**config.mk**
```make
export PLATFORM = sky130hd
export DESIGN_NAME = pipe_ctrl
export DESIGN_NICKNAME = d
export VERILOG_FILES = /design/src/rtl/pipe_ctrl.sv
export SDC_FILE = /design/constraint.sdc
export NUM_CORES = 1
export LEC_CHECK = 0
export BUFFER_PORTS_ARGS = -buffer_cell sky130_fd_sc_hd__buf_4
export CORE_MARGIN = 1
export CORE_UTILIZATION = 40
export DETAILED_ROUTE_END_ITERATION = 8
export PLACE_DENSITY = 0.94
export SYNTH_ARGS = -nofsm -noshare
export SYNTH_HDL_FRONTEND = slang
export SYNTH_SLANG_ARGS = --single-unit
export TNS_END_PERCENT = 20
```
**constraint.sdc**
```tcl
create_clock -name clk_in -period 2.6 [get_ports clk_in]
set_input_delay 0.26 -clock clk_in [delete_from_list [all_inputs] [get_ports clk_in]]
set_output_delay 0.26 -clock clk_in [all_outputs]
set_load 0.1 [all_outputs]
```
**src/rtl/pipe_ctrl.sv**
```systemverilog
// Stall/flush sequencer for the 5-stage pipeline: hold/rec controls for PC, IF_ID, ID_EX, EX_MEM, MEM_WB.
// Optional perf counters are built only when PIPE_PERF_EN is defined.
module pipe_ctrl #(
    parameter int FLUSH_DEPTH = 2,
    parameter int LU_BUBBLES  = 1,
    parameter int CNT_W       = 32
) (
    input  logic             clk_in,
    input  logic             rst_in,
    input  logic             mem_busy_in,
    input  logic             if_wait_in,
    input  logic             id_lu_in,
    input  logic             ex_branch_in,
    output logic             pc_hold_out,
    output logic             pc_load_out,
    output logic             if_id_hold_out,
    output logic             if_id_rec_out,
    output logic             id_ex_hold_out,
    output logic             id_ex_rec_out,
    output logic             ex_mem_hold_out,
    output logic             ex_mem_rec_out,
    output logic             mem_wb_rec_out,
    output logic [1:0]       state_out,
    output logic [CNT_W-1:0] stall_cnt_out,
    output logic [CNT_W-1:0] flush_cnt_out
);

    typedef enum logic [1:0] {
        ST_RUN      = 2'd0,
        ST_LU_STALL = 2'd1,
        ST_FLUSH    = 2'd2
    } state_t;

    state_t     state_q, state_d;
    logic [3:0] cnt_q, cnt_d;

    always_ff @(posedge clk_in) begin
        if (rst_in) begin
            state_q <= ST_RUN;
            cnt_q   <= 4'd0;
        end else begin
            state_q <= state_d;
            cnt_q   <= cnt_d;
        end
    end

    always_comb begin
        state_d         = state_q;
        cnt_d           = cnt_q;
        pc_hold_out     = 1'b0;
        pc_load_out     = 1'b0;
        if_id_hold_out  = 1'b0;
        if_id_rec_out   = 1'b1;
        id_ex_hold_out  = 1'b0;
        id_ex_rec_out   = 1'b1;
        ex_mem_hold_out = 1'b0;
        ex_mem_rec_out  = 1'b1;
        mem_wb_rec_out  = 1'b1;

        if (rst_in) begin
            if_id_rec_out  = 1'b0;
            id_ex_rec_out  = 1'b0;
            ex_mem_rec_out = 1'b0;
            mem_wb_rec_out = 1'b0;
            state_d        = ST_RUN;
            cnt_d          = 4'd0;
        end else if (mem_busy_in) begin
            // A held register is never simultaneously marked valid-new.
            pc_hold_out     = 1'b1;
            if_id_hold_out  = 1'b1;
            if_id_rec_out   = 1'b0;
            id_ex_hold_out  = 1'b1;
            id_ex_rec_out   = 1'b0;
            ex_mem_hold_out = 1'b1;
            ex_mem_rec_out  = 1'b0;
            mem_wb_rec_out  = 1'b0;
        end else if (ex_branch_in) begin
            pc_load_out   = 1'b1;
            if_id_rec_out = 1'b0;
            id_ex_rec_out = 1'b0;
            state_d       = (FLUSH_DEPTH == 0) ? ST_RUN : ST_FLUSH;
            cnt_d         = 4'(FLUSH_DEPTH);
        end else begin
            case (state_q)
                ST_FLUSH: begin
                    if_id_rec_out = 1'b0;
                    pc_hold_out   = if_wait_in;
                    cnt_d         = cnt_q - 4'd1;
                    if (cnt_q <= 4'd1) begin
                        state_d = ST_RUN;
                        cnt_d   = 4'd0;
                    end
                end
                ST_LU_STALL: begin
                    pc_hold_out    = 1'b1;
                    if_id_hold_out = 1'b1;
                    if_id_rec_out  = 1'b0;
                    id_ex_rec_out  = 1'b0;
                    cnt_d          = cnt_q - 4'd1;
                    if (cnt_q <= 4'd1) begin
                        state_d = ST_RUN;
                        cnt_d   = 4'd0;
                    end
                end
                default: begin
                    if (id_lu_in) begin
                        pc_hold_out    = 1'b1;
                        if_id_hold_out = 1'b1;
                        if_id_rec_out  = 1'b0;
                        id_ex_rec_out  = 1'b0;
                        if (LU_BUBBLES > 1) begin
                            state_d = ST_LU_STALL;
                            cnt_d   = 4'(LU_BUBBLES - 1);
                        end
                    end else if (if_wait_in) begin
                        pc_hold_out   = 1'b1;
                        if_id_rec_out = 1'b0;
                    end
                end
            endcase
        end
    end

    assign state_out = state_q;

`ifdef PIPE_PERF_EN
    logic [CNT_W-1:0] stall_cnt_q, flush_cnt_q;

    always_ff @(posedge clk_in) begin
        if (rst_in) begin
            stall_cnt_q <= '0;
            flush_cnt_q <= '0;
        end else begin
            if (pc_hold_out) stall_cnt_q <= stall_cnt_q + 1'b1;
            if (pc_load_out) flush_cnt_q <= flush_cnt_q + 1'b1;
        end
    end

    assign stall_cnt_out = stall_cnt_q;
    assign flush_cnt_out = flush_cnt_q;
`else
    assign stall_cnt_out = '0;
    assign flush_cnt_out = '0;
`endif

endmodule
```
## Word level (Yosys, flattened, before mapping)

Index checks and enable logic that the tools add are counted.

| storage, ports and cells | value |
|---|---|
| bits in registers | 6 |
| output and inout bits | 75 |

| operators by class | value |
|---|---|
| add/sub/neg operators | 1 |
| magnitude comparators | 1 |
| equality and inequality tests | 2 |
| muxes and demuxes | 35 |
| bitwise gates (word level) | 1 |
| reductions and logical operators | 5 |

Operators with widths:

| operator | number |
|---|---|
| two-way mux 1 bit | 26 |
| two-way mux 4 bit | 3 |
| two-way mux 2 bit | 3 |
| one-hot mux 1 bit (2 select lines) | 3 |
| less-or-equal comparator 4 x 1 -> 1 bit, second input constant | 1 |
| nonzero test 2 bit | 2 |
| subtractor 4 x 1 -> 4 bit, second input constant | 1 |
| AND reduction 3 bit | 1 |
| == test 2 x 1 -> 1 bit, second input constant | 1 |
| == test 2 bit, second input constant | 1 |
| AND reduction 2 bit | 1 |
| OR reduction 2 bit | 1 |
| NOT 1 bit | 1 |

## Logic depth before layout (Yosys ltp)

Gate-level depths: netlist (run 1).

| logic depth | value |
|---|---|
| depth after elaboration | 6 |
| gate-level depth with buffers | 5 |

## Worst setup path before layout (run 1)

Ideal clock, no wire load.

| timing path | value |
|---|---|
| path kind | register -> output |
| start | register state_q[1] (netlist: state_out[1]) |
| end | output if_id_rec_out |
| arrival time | 3.750 ns |
| setup slack | -1.409 ns |
| stages on the path, launching flop included | 2 |
| path through | dfxtp_1 nor4_1 |

| on the way | value |
|---|---|
| longest elaborated chain between the ends | 6 |
| elaborated cells between the ends (all ways) | 7 |

Ends and longest elaborated chain:

| item | RTL line | RTL |
|---|---|---|
| from (decl) | 34 | `state_t state_q, state_d;` |
| from (signal assigned) | 42 | `state_q <= state_d;` |
| == test 2 x 1 -> 1 bit or == test 2 bit (tied branches) | 84 | `case (state_q)` |
| OR reduction 2 bit (no line) * | -- |  |
| two-way mux 1 bit * | 84 |  |
| two-way mux 1 bit * | 77 | `end else if (ex_branch_in) begin` |
| two-way mux 1 bit * | 67 | `end else if (mem_busy_in) begin` |
| two-way mux 1 bit * | 60 | `if (rst_in) begin` |
| to (decl) | 17 | `output logic if_id_rec_out,` |

Every way passes the cells marked *; elsewhere a longest branch is shown, timed or not.

## Worst setup path after layout (run 1)

| timing path | value |
|---|---|
| start | register state_q[1] (netlist: state_out[1]) |
| end | output pc_hold_out |

| on the way | value |
|---|---|
| longest elaborated chain between the ends | 5 |
| elaborated cells between the ends (all ways) | 6 |

Ends and longest elaborated chain:

| item | RTL line | RTL |
|---|---|---|
| == test 2 x 1 -> 1 bit or == test 2 bit (tied branches) | 84 |  |
| one-hot mux 1 bit (2 select lines) * | 84 |  |
| two-way mux 1 bit * | 77 |  |
| two-way mux 1 bit * | 67 |  |
| two-way mux 1 bit * | 60 |  |
| to (decl) | 14 | `output logic pc_hold_out,` |

Marks and branches as above.

==> results of run 1 <==
cell families (layout without fill, tap and decap cells):
| group | count (synthesis) | count (layout) | share of synthesized area, % |
|---|---|---|---|
| compound gates | 15 | 15 | 13.9 |
| flops | 5 | 5 | 11.6 |
| fa+ha+maj | 2 | 2 | 2.89 |
| simple gates | 16 | 16 | 10.4 |
| other cells | 1 | 65 | 0.434 |
| buf+inv | 73 | 25 | 60.8 |
worst max-delay path, cell delays in order, from the launching register on:
cell	delay, ns
dfxtp_1	0.38
nor2b_1	0.17
o21bai_1	0.10
a21oi_1	0.17
buf_4	0.31
through the flow:
| step | hold slack, ns | power, mW | worst slack (ns) | instances |
|---|---|---|---|---|
| floorplan | 0.329 | 0.656 | -0.246 | 176 |
| global placement | 0.483 | 0.603 | 1.08 | 151 |
| detailed placement | 0.491 | 0.605 | 1.07 | 151 |
| CTS | 0.233 | 0.701 | 0.947 | 155 |
| global route | 0.234 | 0.717 | 0.879 | 155 |
| finish | 0.238 | 0.700 | 0.958 | 155 |
power groups by stage:
stage                     registers [mW]  logic [mW]  clock network [mW]
after floorplan                   0.0924       0.563                   0
after global placement            0.0858       0.518                   0
after detailed placement          0.0860       0.519                   0
after CTS                         0.0844       0.519              0.0970
after global routing              0.0848       0.531               0.102
final                             0.0844       0.522              0.0942
worst paths after layout:
kind,cells after the start,end,start
worst min-delay path,2,state_out[1]$_SDFFE_PP0P_,rst_in
worst min register to register,2,cnt_q[0]$_SDFFE_PP0P_,cnt_q[0]$_SDFFE_PP0P_
worst max register to register,5,cnt_q[1]$_SDFFE_PP0P_,cnt_q[0]$_SDFFE_PP0P_
worst max-delay path,4,pc_hold_out,state_out[1]$_SDFFE_PP0P_
state kept, by name, indices dropped and copies added (netlist names):
register and flops:
cnt_q 4, state_out 1
cells in the final DEF, fill, tap and decap left out, types with 2 or more instances in the layout:
cell and instances:
or2b_2 2, dfxtp_1 5, nor2_1 6, inv_1 5
ha_1 2, clkbuf_4 3, conb_1 65, buf_4 15
a21oi_1 4
per-layer routing:
| layer | vias up | wire length, um | global-route usage [%] |
|---|---|---|---|
| met4 | 0 | 1 | 2.94 |
| met1 | 243 | 431 | 9.62 |
| li1 | 260 | - | - |
| met2 | 52 | 580 | 13.8 |
| met5 | - | 0 | 0 |
| met3 | 2 | 118 | 1.89 |
area by class of cell:
cell class | count | area, um2 | share of cell area, %
Inverter | 6 | 22.5 | 2.87
Multi-Input combinational cell | 98 | 490 | 62.4
Tap cell | 27 | 33.8 | 4.30
Clock buffer | 4 | 26.3 | 3.34
Sequential cell | 5 | 100 | 12.7
Timing Repair Buffer | 15 | 113 | 14.3
Yosys cell counts (all sizes together):
cell type  instances  share of area [%]
or4                1                1.3
o21bai             2                3.0
o21ai              1               0.58
buf               67                 58
o311ai             1                1.0
or2b               2                2.0
or3                1               0.72
nor2               6                2.6
nor4               1               0.72
ha                 2                2.9
nand2              1               0.43
nor3               2                1.2
dfxtp              5                 12
o31ai              1               0.87
o2111ai            1                1.0
a221oi             1                1.0
inv                6                2.6
o41ai              1                1.0
a21oi              5                3.3
and2               1               0.72
nor2b              1               0.72
conb               1               0.43
a21o               1               0.87
o21ba              1                1.2
==> flow_metrics.tcl, run 1 <==
set metrics [dict create \
    grt_usage_pct 8.01 \
    finalSetupTns_ns 0 \
    synth_area_per_cell_um2 7.72 \
    p_switching_mw 0.532 \
    finalSetupViolations 0 \
    post_cts_resized 0 \
    antenna_found_initial 0 \
    critical_path_class "reg -> out" \
    ant_nets 0 \
    start_util_pct 43.2 \
    grt_pass1_wl_um 1530 \
    maxCapViolCount 0 \
    cts.reportedPaths.clkPinSlew_ns 0.05 \
    io_buffers 15 \
    fillers 218 \
    clkPwrFrac_pct 13.4 \
    path_max_fanout 6 \
    area_growth_pct -9.12 \
    overflow 0 \
    clock_skew_ns 0.00311 \
    wl_per_cell_um 7.30 \
    seq_power_share_pct 12.1 \
    clk_latency_ns 0.24 \
    combPwrFrac_pct 74.5 \
    fmax_ghz 0.609 \
    core.rowCount 16 \
    synth_seq_cells 5 \
    num_vias 557 \
    dpl_cell_area_um2 759 \
    vias_per_cell 3.59 \
    routabilityCongestion 0.834 \
    wirelength_um 1130 \
    fp.dieW_um 48.5 \
    ioPinCount 81 \
    cts_buffers 3 \
    grt_max_degree 9 \
    fin_area_um2 786 \
    p_leak_nw 0.437 \
    cts_sinks 5 \
    required_ns 2.34 \
    cts.path.max_buffers 2 \
    ys_types 27 \
    hold_class "in -> reg" \
    drive_above_1_share_pct 21.1 \
    drc 0 \
    grt_pass1_vias 340 \
    dieArea_um2 2350 \
    core_area_um2 2000 \
    htree_levels 1 \
    finalMaxSlewViolations 0 \
    fin_util_pct 39.3 \
    powerDensity_nw_per_um2 891 \
    fin_crit_sh_pct 63.1 \
    cp-start-kind "flop" \
    yosys_warnings 0 \
    r2r_slack_ns 1.27 \
    worstPathArrival_ns 1.38 \
    clock-root-buffer "clkbuf_4" \
    dr.first_iter.drc_count 14 \
    hpwl_um 919 \
    post-route-min-period_ns 1.64 \
    switching_share_pct 76.0 \
    intPower_mw 0.168 \
    first_pass_iters 4 \
    cts_hold_buf 0 \
    status "completed" \
    syn_inst 112 \
    cts_setup_buffers 0 \
    synth_seq_area_share_pct 11.6 \
    cts_tree "done" \
    cp-end-kind "primary output" \
    finalHoldViolations 0 \
    vdd_drop_max_uv 417 \
    die_h_um 48.5 \
    num_antenna_cells 0 \
    layout.nets 137 \
    rsz0062_at_grt "false" \
    synth_area_um2 865 \
]
No activity file was read; power rests on OpenSTA's default activity.
==> run 2, diff against run 1 <==
Settings changed: ABC_AREA from default to 1, CORE_UTILIZATION 40 to 33, PLACE_DENSITY 0.94 to 0.84.
Clock period 2.6 ns to 1.4 ns, I/O delays scaled along.
==> run 2 against run 1 <==
Sequential cell count is the same. Die area grew 22%. Critical path depth is the same. Via count grew 11%. Non-clock buffer count is the same. Sequential share of layout area shrank 0.95 points. Critical path type unchanged. Highest routed layer unchanged.
==> flow_metrics.tcl, run 2 <==
set metrics [dict create \
    status "completed" \
    synth_compound_area_share_pct 4.97 \
    mostFrequentLayoutCells "65 x conb_1, 15 x nand2_1, 12 x buf_4" \
    synth_most_common_cell "buf_4" \
    cts.reportedPaths.clkPinSlew_ns 0.04 \
    dieArea_um2 2880 \
    antenna_found_initial 0 \
    yosys.area_share.simple_pct 18.5 \
    fin_util_pct 35.2 \
    final_common_cell "conb_1" \
    instances_no_fill 175 \
    ioPinCount 81 \
    powerDensity_nw_per_um2 1570 \
    p_leak_nw 0.498 \
    syn_inst 130 \
    grt_usage_pct 9.03 \
    finalMaxSlewViolations 0 \
    synth_seq_area_share_pct 11.4 \
    regToRegStartpoint "cnt_q[0]$_SDFFE_PP0P_" \
    grt_pass1_wl_um 1770 \
    ant_nets 0 \
    hold_class "in -> reg" \
    ys_types 19 \
    cp_slowest_stage_delay_ns 0.37 \
    worstReg2RegEnd "cnt_q[1]$_SDFFE_PP0P_" \
    die_h_um 53.7 \
    path_max_fanout 5 \
    cts_buffers 3 \
    layout.nets 154 \
    p_total_mw 1.38 \
    finalSetupTns_ns 0 \
    drive_above_1_share_pct 22.1 \
    holdWs_ns 0.238 \
    r2r_slack_ns 0.16 \
    synth_ff_type "dfxtp_1" \
    required_ns 1.26 \
    fillers 271 \
    vias_per_cell 3.53 \
    clock_skew_ns 0.00255 \
    clock-root-buffer "clkbuf_4" \
    regMostFlops "cnt_q" \
    io_buffers 15 \
    fmax_ghz 0.741 \
    maxCapViolCount 0 \
    core.rowCount 18 \
    grt_pass1_vias 430 \
    synth-xor-area-share_pct 0 \
    cts_setup_buffers 0 \
    drc 0 \
    synth_edf_count 0 \
    first_pass_iters 4 \
    rsz0062_at_grt "true" \
    synth_area_per_cell_um2 6.78 \
    cts_sinks 5 \
    fin_crit_sh_pct 96.4 \
    hp-start "ex_branch_in" \
    routabilityCongestion 0.733 \
    wl_per_cell_um 6.98 \
    hold_end "state_out[1]$_SDFFE_PP0P_" \
    overflow 0 \
    htree_levels 1 \
    num_vias 617 \
    vdd_drop_max_uv 533 \
    num_antenna_cells 0 \
    async_flop_share_pct 0 \
    start_util_pct 35.2 \
    area_growth_pct 0 \
    finalHoldViolations 0 \
    cp-start-kind "flop" \
    worstRegToRegCells 6 \
    path_cells "nor2_4 -> o21ai_1 -> a21oi_2 -> buf_12" \
    largest_reg_flops 4 \
    clk_latency_ns 0.24 \
    dpl_cell_area_um2 818 \
    synth_seq_cells 5 \
    synth_top_family_by_area "buffers and inverters" \
    synth.area.top_cells "buf_4 57%, dfxtp_1 11%, nand2_1 6.8%" \
    synthAdderAreaFrac_pct 2.84 \
    cts_tree "done" \
    layout_setup_ws_ns 0.0500 \
    finalSetupViolations 0 \
    wirelength_um 1220 \
    fp.dieW_um 53.7 \
    synth_area_um2 881 \
    synth_top_area_cell "buf_4" \
    critical_path_class "reg -> out" \
    core_area_um2 2500 \
    cp-end-kind "primary output" \
    grt_max_degree 10 \
    yosys_warnings 0 \
    path_delay_family "flip-flops" \
    dr.first_iter.drc_count 8 \
    min_path_cells 3 \
    worstPathArrival_ns 1.21 \
    cp_slowest_cell "dfxtp_4" \
    post-place-ws_ns 0.153 \
    hpwl_um 1040 \
    synthMuxAreaShare_pct 0 \
    synth_common_cells "67 x buf_4, 16 x nand2_1, 15 x nor2_1, 9 x inv_1, 5 x dfxtp_1" \
    cts.path.max_buffers 2 \
    place_inst 171 \
    netlist.area_leader.share_pct 57.1 \
    cts_hold_buf 0 \
    timing.critical_path.buf_inv 1 \
    post-route-min-period_ns 1.35 \
    fin_area_um2 881 \
]
[run 2: tightest hold or removal path: cells and delay by family]
kind	cells	cell delay [ns]
buffers and inverters	1	0.14
and+or+nand+nor	1	0.08
AOI/OAI and AO/OA	1	0.08
[run 2: cell families (layout without fill, tap and decap cells)]
kind of cell    count (synthesis)  in the layout
buf+inv                        78             29
simple gates                   37             37
compound gates                  7              7
flops                           5              5
fa+ha+maj                       2              2
other cells                     1             65
[run 2: how the worst max path moves through the flow]
stage / startpoint / slack [ns] / end / depth (start not counted)
after global placement: cnt_q[0]$_SDFFE_PP0P_ / 0.18 / state_out[1]$_SDFFE_PP0P_ / 7
after detailed placement: rst_in / 0.15 / if_id_rec_out / 5
after global routing: state_out[1]$_SDFFE_PP0P_ / -0.003 / pc_hold_out / 4
final: state_out[1]$_SDFFE_PP0P_ / 0.05 / pc_hold_out / 4
after CTS: state_out[1]$_SDFFE_PP0P_ / 0.001 / if_id_hold_out / 4
after floorplan: rst_in / -0.77 / if_id_rec_out / 4
[run 2: final cells by class]
| type | count | area (um2) | area share [%] |
|---|---|---|---|
| inverter | 10 | 37.5 | 4.26 |
| clock buffer | 4 | 26.3 | 2.98 |
| timing repair buffer | 15 | 141 | 16.1 |
| multi-input combinational | 111 | 534 | 60.7 |
| tap | 30 | 37.5 | 4.26 |
| sequential | 5 | 104 | 11.8 |
[run 2: timing repair]
item	CTS	global route
resized for setup	5	5
pin swaps	0	3
endpoints found under the setup margin	2	3
[run 2: power by group]
group	internal [mW]	total (mW)	switching [mW]
Clock	0.108	0.166	0.0581
Sequential	0.157	0.170	0.0132
Combinational	0.0837	1.05	0.965
[run 2: layer usage]
metal  global-route usage, %  part of all wire [%]  vias up
met5                       0                     0        -
met4                    6.58                   1.8        0
met3                    2.54                   9.5        4
met2                    16.7                    55       46
met1                    8.33                    34      273
li1                        -                     -      294
